**config.mk**
```make
export PLATFORM = sky130hd
export DESIGN_NAME = seg_scan_ctrl
export DESIGN_NICKNAME = d
export VERILOG_FILES = /design/src/rtl/seg_scan_ctrl.sv
export SDC_FILE = /design/constraint.sdc
export NUM_CORES = 1
export LEC_CHECK = 0
export CAP_MARGIN = 20
export CORE_MARGIN = 5
export CORE_UTILIZATION = 33
export DETAILED_ROUTE_END_ITERATION = 10
export GPL_TIMING_DRIVEN = 1
export MAX_ROUTING_LAYER = met4
export PLACE_DENSITY = 0.53
export SLEW_MARGIN = 10
export SYNTH_ARGS = -nofsm -noshare
export SYNTH_HDL_FRONTEND = slang
export SYNTH_SLANG_ARGS = --single-unit
export TNS_END_PERCENT = 20
```
**constraint.sdc**
```tcl
create_clock -name clk -period 3.5 [get_ports clk]
set_input_delay 0.875 -clock clk [delete_from_list [all_inputs] [get_ports clk]]
set_output_delay 0.875 -clock clk [all_outputs]
set_load 0.05 [all_outputs]
```
**src/rtl/seg_scan_ctrl.sv**
```systemverilog
// 4-digit seven-segment controller: binary load -> BCD (shift-add-3), then multiplexed scan.
// Latency: 15 cycles load-to-display register, an/seg registered. No backpressure; loads while busy are dropped.
module seg_scan_ctrl #(
    parameter int REFRESH_DIV = 100000
) (
    input  logic        clk,
    input  logic        reset_n,
    input  logic [13:0] value,
    input  logic        load,
    input  logic        blank_lz,
    output logic        busy,
    output logic [3:0]  an,
    output logic [6:0]  seg
);

    localparam int PW = $clog2(REFRESH_DIV);

    typedef enum logic [1:0] {
        IDLE,
        SHIFT,
        COMMIT
    } state_t;

    state_t        state;
    logic [13:0]   bin_q;
    logic [15:0]   bcd_q;
    logic [3:0]    iter_q;
    logic          over_q;
    logic [15:0]   disp_q;
    logic          disp_over_q;

    logic [PW-1:0] presc;
    logic [1:0]    idx;
    logic [3:0]    digit;
    logic          zero_above;
    logic [3:0]    slot_an;
    logic [3:0]    an_nxt;
    logic [6:0]    seg_nxt;

    function automatic logic [15:0] add3(input logic [15:0] b);
        logic [15:0] r;
        r = b;
        for (int k = 0; k < 4; k++) begin
            if (b[4*k +: 4] >= 4'd5) begin
                r[4*k +: 4] = b[4*k +: 4] + 4'd3;
            end
        end
        return r;
    endfunction

    function automatic logic [6:0] decode(input logic [3:0] d);
        logic [6:0] s;
        case (d)
            4'd0:    s = 7'b1000000;
            4'd1:    s = 7'b1111001;
            4'd2:    s = 7'b0100100;
            4'd3:    s = 7'b0110000;
            4'd4:    s = 7'b0011001;
            4'd5:    s = 7'b0010010;
            4'd6:    s = 7'b0000010;
            4'd7:    s = 7'b1111000;
            4'd8:    s = 7'b0000000;
            4'd9:    s = 7'b0010000;
            default: s = 7'b1111111;
        endcase
        return s;
    endfunction

    // Conversion engine; the display register only changes in COMMIT so the scan never sees partial digits
    always_ff @(posedge clk) begin
        if (!reset_n) begin
            state       <= IDLE;
            busy        <= 1'b0;
            bin_q       <= '0;
            bcd_q       <= '0;
            iter_q      <= '0;
            over_q      <= 1'b0;
            disp_q      <= '0;
            disp_over_q <= 1'b0;
        end else begin
            case (state)
                IDLE: begin
                    if (load) begin
                        bin_q  <= value;
                        bcd_q  <= '0;
                        over_q <= (value > 14'd9999);
                        iter_q <= '0;
                        state  <= SHIFT;
                        busy   <= 1'b1;
                    end
                end
                SHIFT: begin
                    {bcd_q, bin_q} <= {add3(bcd_q), bin_q} << 1;
                    iter_q         <= iter_q + 4'd1;
                    if (iter_q == 4'd13) begin
                        state <= COMMIT;
                    end
                end
                COMMIT: begin
                    disp_q      <= bcd_q;
                    disp_over_q <= over_q;
                    state       <= IDLE;
                    busy        <= 1'b0;
                end
                default: begin
                    state <= IDLE;
                    busy  <= 1'b0;
                end
            endcase
        end
    end

    always_comb begin
        digit = 4'd0;
        case (idx)
            2'd0: digit = disp_q[3:0];
            2'd1: digit = disp_q[7:4];
            2'd2: digit = disp_q[11:8];
            2'd3: digit = disp_q[15:12];
            default: digit = 4'd0;
        endcase
        // This digit and every more significant one are zero
        zero_above = ((disp_q >> {idx, 2'b00}) == 16'd0);
        slot_an    = ~(4'b0001 << idx);

        an_nxt  = slot_an;
        seg_nxt = decode(digit);
        if (disp_over_q) begin
            seg_nxt = 7'b0111111;
        end else if (blank_lz && (idx != 2'd0) && zero_above) begin
            an_nxt  = 4'b1111;
            seg_nxt = 7'b1111111;
        end
    end

    always_ff @(posedge clk) begin
        if (!reset_n) begin
            presc <= '0;
            idx   <= 2'd0;
            an    <= 4'b1111;
            seg   <= 7'b1111111;
        end else begin
            if (presc == PW'(REFRESH_DIV - 1)) begin
                presc <= '0;
                idx   <= idx + 2'd1;
            end else begin
                presc <= presc + PW'(1);
            end
            an  <= an_nxt;
            seg <= seg_nxt;
        end
    end

endmodule

```
## Word-level counts from Yosys, hierarchy flattened

Memories as Yosys holds them, arrays and structs flattened.
Index checks and enable logic that the tools add are counted.

- Register bits after elaboration: 85
- ROM bits: 112
- Input port bits: 18
- Output and inout port bits: 12
- Word-level logic and storage cells: 73
- Memories kept: 1

- Add/subtract/negate cells: 7
- Magnitude comparators: 5
- Equal/unequal tests: 9
- Shift operators: 2
- Mux-type cells: 20
- Bitwise logic cells: 3
- Reduce and logical (&&, ||, !) cells: 13

Memories:

| memory | words | width | rd ports | clocked after memory_dff | write ports | RTL line | source |
|---|---|---|---|---|---|---|---|
| (no name shown) | 16 | 7 | 1 | 0 | 0 | 53 | `case (d)` |

Operators by type and width:

| cell | number |
|---|---|
| $pmux W16 S2 | 1 |
| $pmux W14 S2 | 1 |
| $mux W4 | 6 |
| $add A17 B1 Y17 const B | 1 |
| $eq A17 B17 Y1 const B | 1 |
| $ge A4 B3 Y1 const B | 4 |
| $logic_not A16 Y1 | 1 |
| $mux W16 | 1 |
| $pmux W4 S4 | 1 |
| $shr A16 B4 Y16 | 1 |
| $gt A14 B14 Y1 const B | 1 |
| $mux W14 | 1 |
| $mux W7 | 2 |
| $add A4 B2 Y4 const B | 3 |
| $pmux W4 S2 | 1 |
| $reduce_and A2 Y1 | 4 |
| $eq A2 B2 Y1 const B | 3 |
| $add A4 B1 Y4 const B | 1 |
| $eq A2 B1 Y1 const B | 2 |
| $eq A4 B4 Y1 const B | 1 |
| $logic_not A2 Y1 | 2 |
| $mux W2 | 2 |
| $ne A2 B2 Y1 const B | 2 |
| $not A4 Y4 | 1 |
| 12 further kinds | 15 |

## Depth between registers and ports, before layout

Gate-level depths: netlist of run 1.

- Depth after elaboration: 5
- Mapped depth: 9
- Gate-level depth less buffers: 9

## Worst setup path after synthesis of run 1

OpenSTA, ideal clock, no wires.

- Path type: reg2reg
- From: register idx[1]
- To: register seg[4]
- Setup time: 0.134 ns
- Arrival: 2.015 ns
- Required time: 3.366 ns
- Setup slack: 1.351 ns
- Cell stages (with the launch flop): 10
- Buffers on the path: 0
- Period minus slack after synthesis: 2.149 ns
- Cell sequence: dfxtp_1 > inv_1 > ha_1 > a222oi_1 > mux2i_1 > inv_1 > ha_1 > nand3_1 > o31a_1 > or4_1

- Word-level cells in the longest chain between the ends: 4
- Elaborated cells between the ends (all ways): 12
- Those cells by class: eq/ne: 3; shift: 1; mux: 1; reduce/logical: 6; memory: 1

Ends and longest elaborated chain:

| element | RTL line | source |
|---|---|---|
| start: declaration | 33 | `logic [1:0] idx;` |
| start signal: assignment | 145 | `idx <= idx + 2'd1;` |
| $shr A16 B4 Y16 or $reduce_bool A2 Y1 (tied branches) | 123, 130 |  |
| $logic_not A16 Y1 or $logic_and A1 B1 Y1 (tied branches) | 123, 130 |  |
| $logic_and A1 B1 Y1 | 130 | `end else if (blank_lz && (idx != 2'd0) && zero_above) begin` |
| $reduce_or A3 Y1 (no source line) | n/a |  |
| end signal: assignment | 150 | `seg <= seg_nxt;` |
| end: declaration | 13 | `output logic [6:0] seg` |

Several ways; a longest one is shown, not always the timed one.
A chain may end at the register's enable or synchronous reset.

## Final worst setup path of run 1

Same ends and word-level chain as after synthesis.

==> results of run 1 <==
layer usage:
metal	up-vias	global-route usage	wire, microns
met5	-	-	0
met3	17	0.0245	394
met4	0	0.0502	159
li1	1636	-	-
met1	1456	0.162	4070
met2	75	0.200	3720
kinds of logic after synthesis:
group | synth area share
DFF | 0.443
AOI/OAI and AO/OA | 0.154
adders and majority gates | 0.0618
buffers and inverters | 0.0433
muxes | 0.0306
xor gates and xnor gates | 0.0524
and+or+nand+nor | 0.215
critical path: cells and delay by family, from the launching register on:
kind                       cells  cell delay (ps)
buffers and inverters          2              240
AOI/OAI and AO/OA              2              510
DFF                            1              420
adders and majority gates      2              450
and+or+nand+nor                2              470
muxes                          1              240
report_power, final:
| part | switching, mW | leakage [nW] | internal, mW |
|---|---|---|---|
| Sequential | 0.0130 | 0.691 | 0.990 |
| Clock | 0.388 | 0.130 | 0.518 |
| Combinational | 0.0918 | 0.815 | 0.0563 |
cells in the mapped netlist, drive strengths merged:
cell,number,share of area
buf,7,0.0078
a211oi,1,0.0020
a22oi,13,0.025
clkbuf,14,0.014
o31ai,1,0.0020
ha,19,0.062
nand3b,2,0.0039
a2111oi,1,0.0072
inv,22,0.021
nor2,35,0.034
nor3b,2,0.0052
nand4,5,0.0081
o21ai,17,0.022
o21a,1,0.0020
a222oi,4,0.010
nor4,5,0.0081
o311ai,1,0.0023
and2,5,0.0081
nor3,13,0.017
a21oi,54,0.070
xnor2,11,0.025
and4,3,0.0068
o31a,1,0.0023
dfxtp,85,0.44
or4,1,0.0020
xor2,12,0.027
a31oi,4,0.0065
nor2b,2,0.0033
nand3,21,0.027
mux2,6,0.018
nand2,72,0.071
nor4b,1,0.0023
o22ai,1,0.0016
nand2b,6,0.0098
mux2i,5,0.013
and3,5,0.0081
through the flow:
| step | cells | setup slack (ps) |
|---|---|---|
| after floorplan | 458 | 1350 |
| after global placement | 617 | 923 |
| after detailed placement | 618 | 879 |
| after CTS | 634 | 1050 |
| after global routing | 634 | 861 |
| final | 634 | 1060 |
layout by cell type (no fill, tap or decap), drive strengths merged, types with 6 or more instances in the layout:
master / count
o21ai: 17
a22oi: 13
xor2: 12
xnor2: 11
nand3: 21
ha: 19
nand2: 72
dfxtp: 85
mux2: 6
clkdlybuf4s50: 29
nand2b: 6
a21oi: 54
nor2: 35
inv: 22
nor3: 13
buf: 9
clkbuf: 11
registers in the layout (all words and copies together), names as in the netlist:
signal	count
bin_q	14
seg	7
an	4
over_q	1
idx	2
disp_q	16
disp_over_q	1
state	2
bcd_q	16
iter_q	4
busy	1
presc	17
cell type report:
type | count | area, sq um | share of cell area
tap | 143 | 179 | 0.0390
clock buffer | 11 | 253 | 0.0551
sequential | 85 | 1700 | 0.371
inverter | 22 | 82.6 | 0.0180
multi-input combinational | 330 | 1980 | 0.431
clock inverter | 5 | 35.0 | 0.00764
timing repair buffer | 38 | 362 | 0.0788
path summary, 6_finish.rpt:
check,depth (start not counted),end,startpoint
worst max register to register,9,seg[4],idx[1]
worst min register to register,1,presc[0],presc[0]
worst min-delay path,1,presc[0],presc[0]
worst max-delay path,9,seg[4],idx[1]
==> results.txt, run 1 <==
wire per inst = 13.2 microns
f_max = 409 MHz
Startpoint Class = register
Final Wtd Congestion = 0.750
# IOs = 30
total CTS buffers = 9
Clock Latency Late Sink = 330 ps
outcome = completed
full die area = 0.0139 sq mm
DP Area = 0.00430 sq mm
Yosys reg bits = 85
grt ovf = 0
TNS Setup = 0 ps
Total GRT Usage = 0.127
Clock transition at path regs = 60 ps
Iter 0 DRT Violations = 162
total design power = 2.06 mW
total iterations of the first detailed-routing run = 6
share of layout cells above drive strength 1 = 0.0672
Core Util, Final = 0.402
warnings from Yosys = 0
vias in the first global route = 3188
required time at the worst-slack endpoint = 3700 ps
Syn Nets = 495
Final Cycle Share = 0.698
sequential area share after synthesis = 0.443
Synth Instances = 458
Max Root-Sink Buffers = 2
CTS Hold Bufs = 0
# fillers = 1175
crit-path cells = inv_1 > ha_1 > a222oi_1 > mux2i_1 > inv_1 > ha_1 > nand3_1 > o31a_1 > or4_1
WHS = 447 ps
Post-CTS Setup Bufs = 0
reg2reg setup slack = 1060 ps
area of the mapped netlist = 0.00384 sq mm
PD cells = 448 mW/mm^2
fin crit period = 2440 ps
Via Count = 3184
Hold Vio Cnt, Final = 0
# setup viols final = 0
WL final = 8340 microns
Synth Area per Inst = 8.39 sq um
first-pass GRT wire length = 14700 microns
DRC = 0
CTS sink cnt = 85
Worst-Margin Slew = 1040 ps
htree depth = 3
VDD IR max = 0.234 mV
Syn-to-layout area delta = 19.4%
Lkg Pwr = 1.64 nW
Min-Delay Path Class = register to register
antenna-violating nets left = 0
Slew headroom = 0.307
post-DP HPWL = 5790 microns
Max-cap violations = 0
Setup crit end kind = register
initial core utilization = 0.337
Final Max Tran Viols = 0
core area = 0.0114 sq mm
Vias/cell = 5.02
largest net degree at the start of global routing = 28
post_cts resized = 0
Die Wd = 118 microns
CTS tree = done
Largest stage delay, worst path = 420 ps
fin nets = 523
Max Fanout on Critical Path = 6
ant diodes = 0
Row Count = 39
Final Cell Area = 0.00459 sq mm
RSZ-0062 raised after global routing = no
CP Data Arrival Time = 2650 ps
Die Ht = 118 microns
skew final = 5.33 ps
crit path kind = register to register
CTS root buffer = clkbuf_16
slowest CP cell = dfxtp_1
Unique masters post-synth = 42
initial antenna violation count = 0
IO Port Bufs = 29
Power figures use the tool's default switching activity.
==> run 2, diff against run 1 <==
PLACE_DENSITY = 0.55   (was 0.53)
clock period = 2.18 ns   (was 3.5 ns; I/O delays follow)
==> run 2 against run 1 <==
  * Sequential share of layout area is 1.5 points lower
  * Power rose by 63%
  * Core utilization increased by 1.8 points
  * Non-clock buffer count increased by 15
  * Maximum frequency rose by 17%
  * Clock skew is 1.5 ps higher
  * Combinational power increased by 65%
  * Final cell count rose by 2.4%
  * Wire length increased by 2.0%
==> results.txt, run 2 (synthesis results as in run 1) <==
Max Root-Sink Buffers = 2 (unchanged)
Die Wd = 118 microns (unchanged)
CTS sink cnt = 85 (unchanged)
reg2reg setup slack = 90 ps (was 1060 ps)
Worst-Margin Slew = 807 ps (was 1040 ps)
Die Ht = 118 microns (unchanged)
Core Util, Final = 0.420 (was 0.402)
Clock transition at path regs = 60 ps (about the same)
Final Cell Area = 0.00479 sq mm (was 0.00459 sq mm)
top cell family by delay on the critical path = compound AO/OA/AOI/OAI gates (unchanged)
PD cells = 698 mW/mm^2 (was 448 mW/mm^2)
skew final = 6.88 ps (was 5.33 ps)
htree depth = 3 (unchanged)
Crit path buffers/inverters = 2 (unchanged)
CTS root buffer = clkbuf_16 (unchanged)
Syn-to-layout area delta = 24.7% (was 19.4%)
Vias/cell = 5.02 (about the same)
Min-Delay Path Class = register to register (unchanged)
CP Data Arrival Time = 2290 ps (was 2650 ps)
fin nets = 538 (was 523)
Biggest register = presc (unchanged)
TNS Setup = 0 ps (unchanged)
# fillers = 1189 (was 1175)
Final Max Tran Viols = 0 (unchanged)
Min-Delay Endpoint = bin_q[13] (was presc[0])
R2R cell count = 7 (was 9)
share of layout cells above drive strength 1 = 0.115 (was 0.0672)
WL final = 8510 microns (was 8340 microns)
Hold Path Cell Cnt = 2 (was 1)
IO Port Bufs = 29 (unchanged)
fin crit period = 2090 ps (was 2440 ps)
wire per inst = 13.1 microns (was 13.2 microns)
slowest CP cell = or4_1 (was dfxtp_1)
core area = 0.0114 sq mm (unchanged)
crit-path cells = buf_6 > ha_4 > a222oi_1 > mux2i_1 > buf_4 > o31a_1 > or4_1 (was inv_1 > ha_1 > a222oi_1 > mux2i_1 > inv_1 > ha_1 > nand3_1 > o31a_1 > or4_1)
Lkg Pwr = 1.74 nW (was 1.64 nW)
min-delay src = bin_q[13] (was presc[0])
Multi-input gate area = 0.00204 sq mm (was 0.00198 sq mm)
Max Fanout on Critical Path = 5 (was 6)
Row Count = 39 (unchanged)
total CTS buffers = 9 (unchanged)
outcome = completed (unchanged)
VDD IR max = 0.466 mV (was 0.234 mV)
WHS = 454 ps (was 447 ps)
CTS tree = done (unchanged)
Hold Vio Cnt, Final = 0 (unchanged)
Largest stage delay, worst path = 390 ps (was 420 ps)
FF/Latch Area = 0.00171 sq mm (was 0.00170 sq mm)
initial antenna violation count = 0 (unchanged)
initial core utilization = 0.337 (unchanged)
CTS Hold Bufs = 0 (unchanged)
Clock Latency Late Sink = 330 ps (about the same)
largest net degree at the start of global routing = 54 (was 28)
f_max = 479 MHz (was 409 MHz)
total iterations of the first detailed-routing run = 4 (was 6)
DP Area = 0.00438 sq mm (was 0.00430 sq mm)
max reg flops = 17 (unchanged)
Iter 0 DRT Violations = 195 (was 162)
Max-cap violations = 0 (unchanged)
vias in the first global route = 3095 (was 3188)
most frequent cells in the layout = dfxtp_1, nand2_1, a21oi_1 (unchanged)
commonest non-fill, non-tap cell in the layout = dfxtp_1 (unchanged)
Startpoint Class = register (unchanged)
biggest regs = presc (17), bcd_q (16), disp_q (16) (unchanged)
Via Count = 3258 (was 3184)
# setup viols final = 0 (unchanged)
DRC = 0 (unchanged)
# IOs = 30 (unchanged)
post-DP HPWL = 5800 microns (was 5790 microns)
first-pass GRT wire length = 14800 microns (was 14700 microns)
antenna-violating nets left = 0 (unchanged)
crit path kind = register to register (unchanged)
RR Endpoint = seg[4] (unchanged)
Worst R2R Start = idx[1] (unchanged)
total design power = 3.34 mW (was 2.06 mW)
ant diodes = 0 (unchanged)
Slew headroom = 0.460 (was 0.307)
Setup crit end kind = register (unchanged)
Final Cycle Share = 0.958 (was 0.698)
required time at the worst-slack endpoint = 2380 ps (was 3700 ps)
Total GRT Usage = 0.129 (was 0.127)
grt ovf = 0 (unchanged)
full die area = 0.0139 sq mm (unchanged)
Final Wtd Congestion = 0.809 (was 0.750)
## run 2: final cells by class
type | instances | area share
clock inverter | 5 | 0.0104
sequential | 85 | 0.356
clock buffer | 11 | 0.0506
inverter | 22 | 0.0177
multi-input combinational | 330 | 0.426
tap | 143 | 0.0373
timing repair buffer | 53 | 0.102
## run 2: stage by stage
stage / setup WS (ps) / cells
finish: 90.6 / 649
global route: -39.0 / 649
CTS: 0.220 / 647
detailed placement: -173 / 628
global placement: -114 / 628
floorplan: 31.1 / 458
## run 2: how the worst max path moves through the flow
stage,startpoint,endpoint,slack (ps),cells after the start
final,idx[1],seg[4],90,7
after global routing,idx[1],seg[5],-40,7
after CTS,idx[0],seg[4],0.2,7
after detailed placement,load,bin_q[8],-170,6
after global placement,load,bin_q[12],-110,6
after floorplan,idx[1],seg[4],30,9
## run 2: per-layer routing
| layer | vias up | wire length (microns) | global-route usage |
|---|---|---|---|
| met1 | 1531 | 4130 | 0.164 |
| met2 | 55 | 3990 | 0.203 |
| met4 | 0 | 84 | 0.0344 |
| met5 | - | 0 | - |
| li1 | 1664 | - | - |
| met3 | 8 | 302 | 0.0365 |
## run 2: power breakdown
group	switching, mW	leakage, nW	internal [mW]
Combinational	0.149	0.900	0.0954
Clock	0.581	0.149	0.910
Sequential	0.0202	0.692	1.59
Total	0.750	1.74	2.59
## run 2: worst min-delay path: stages (launching register included)
cell and delay (ps):
dfxtp_1 310, nand2_1 50, a21oi_1 50
## run 2: timing repair
item | CTS | global route
resized for setup | 5 | 18
buffers inserted | 3 | 2
pin swaps | 2 | 5
setup endpoints to repair | 6 | 7
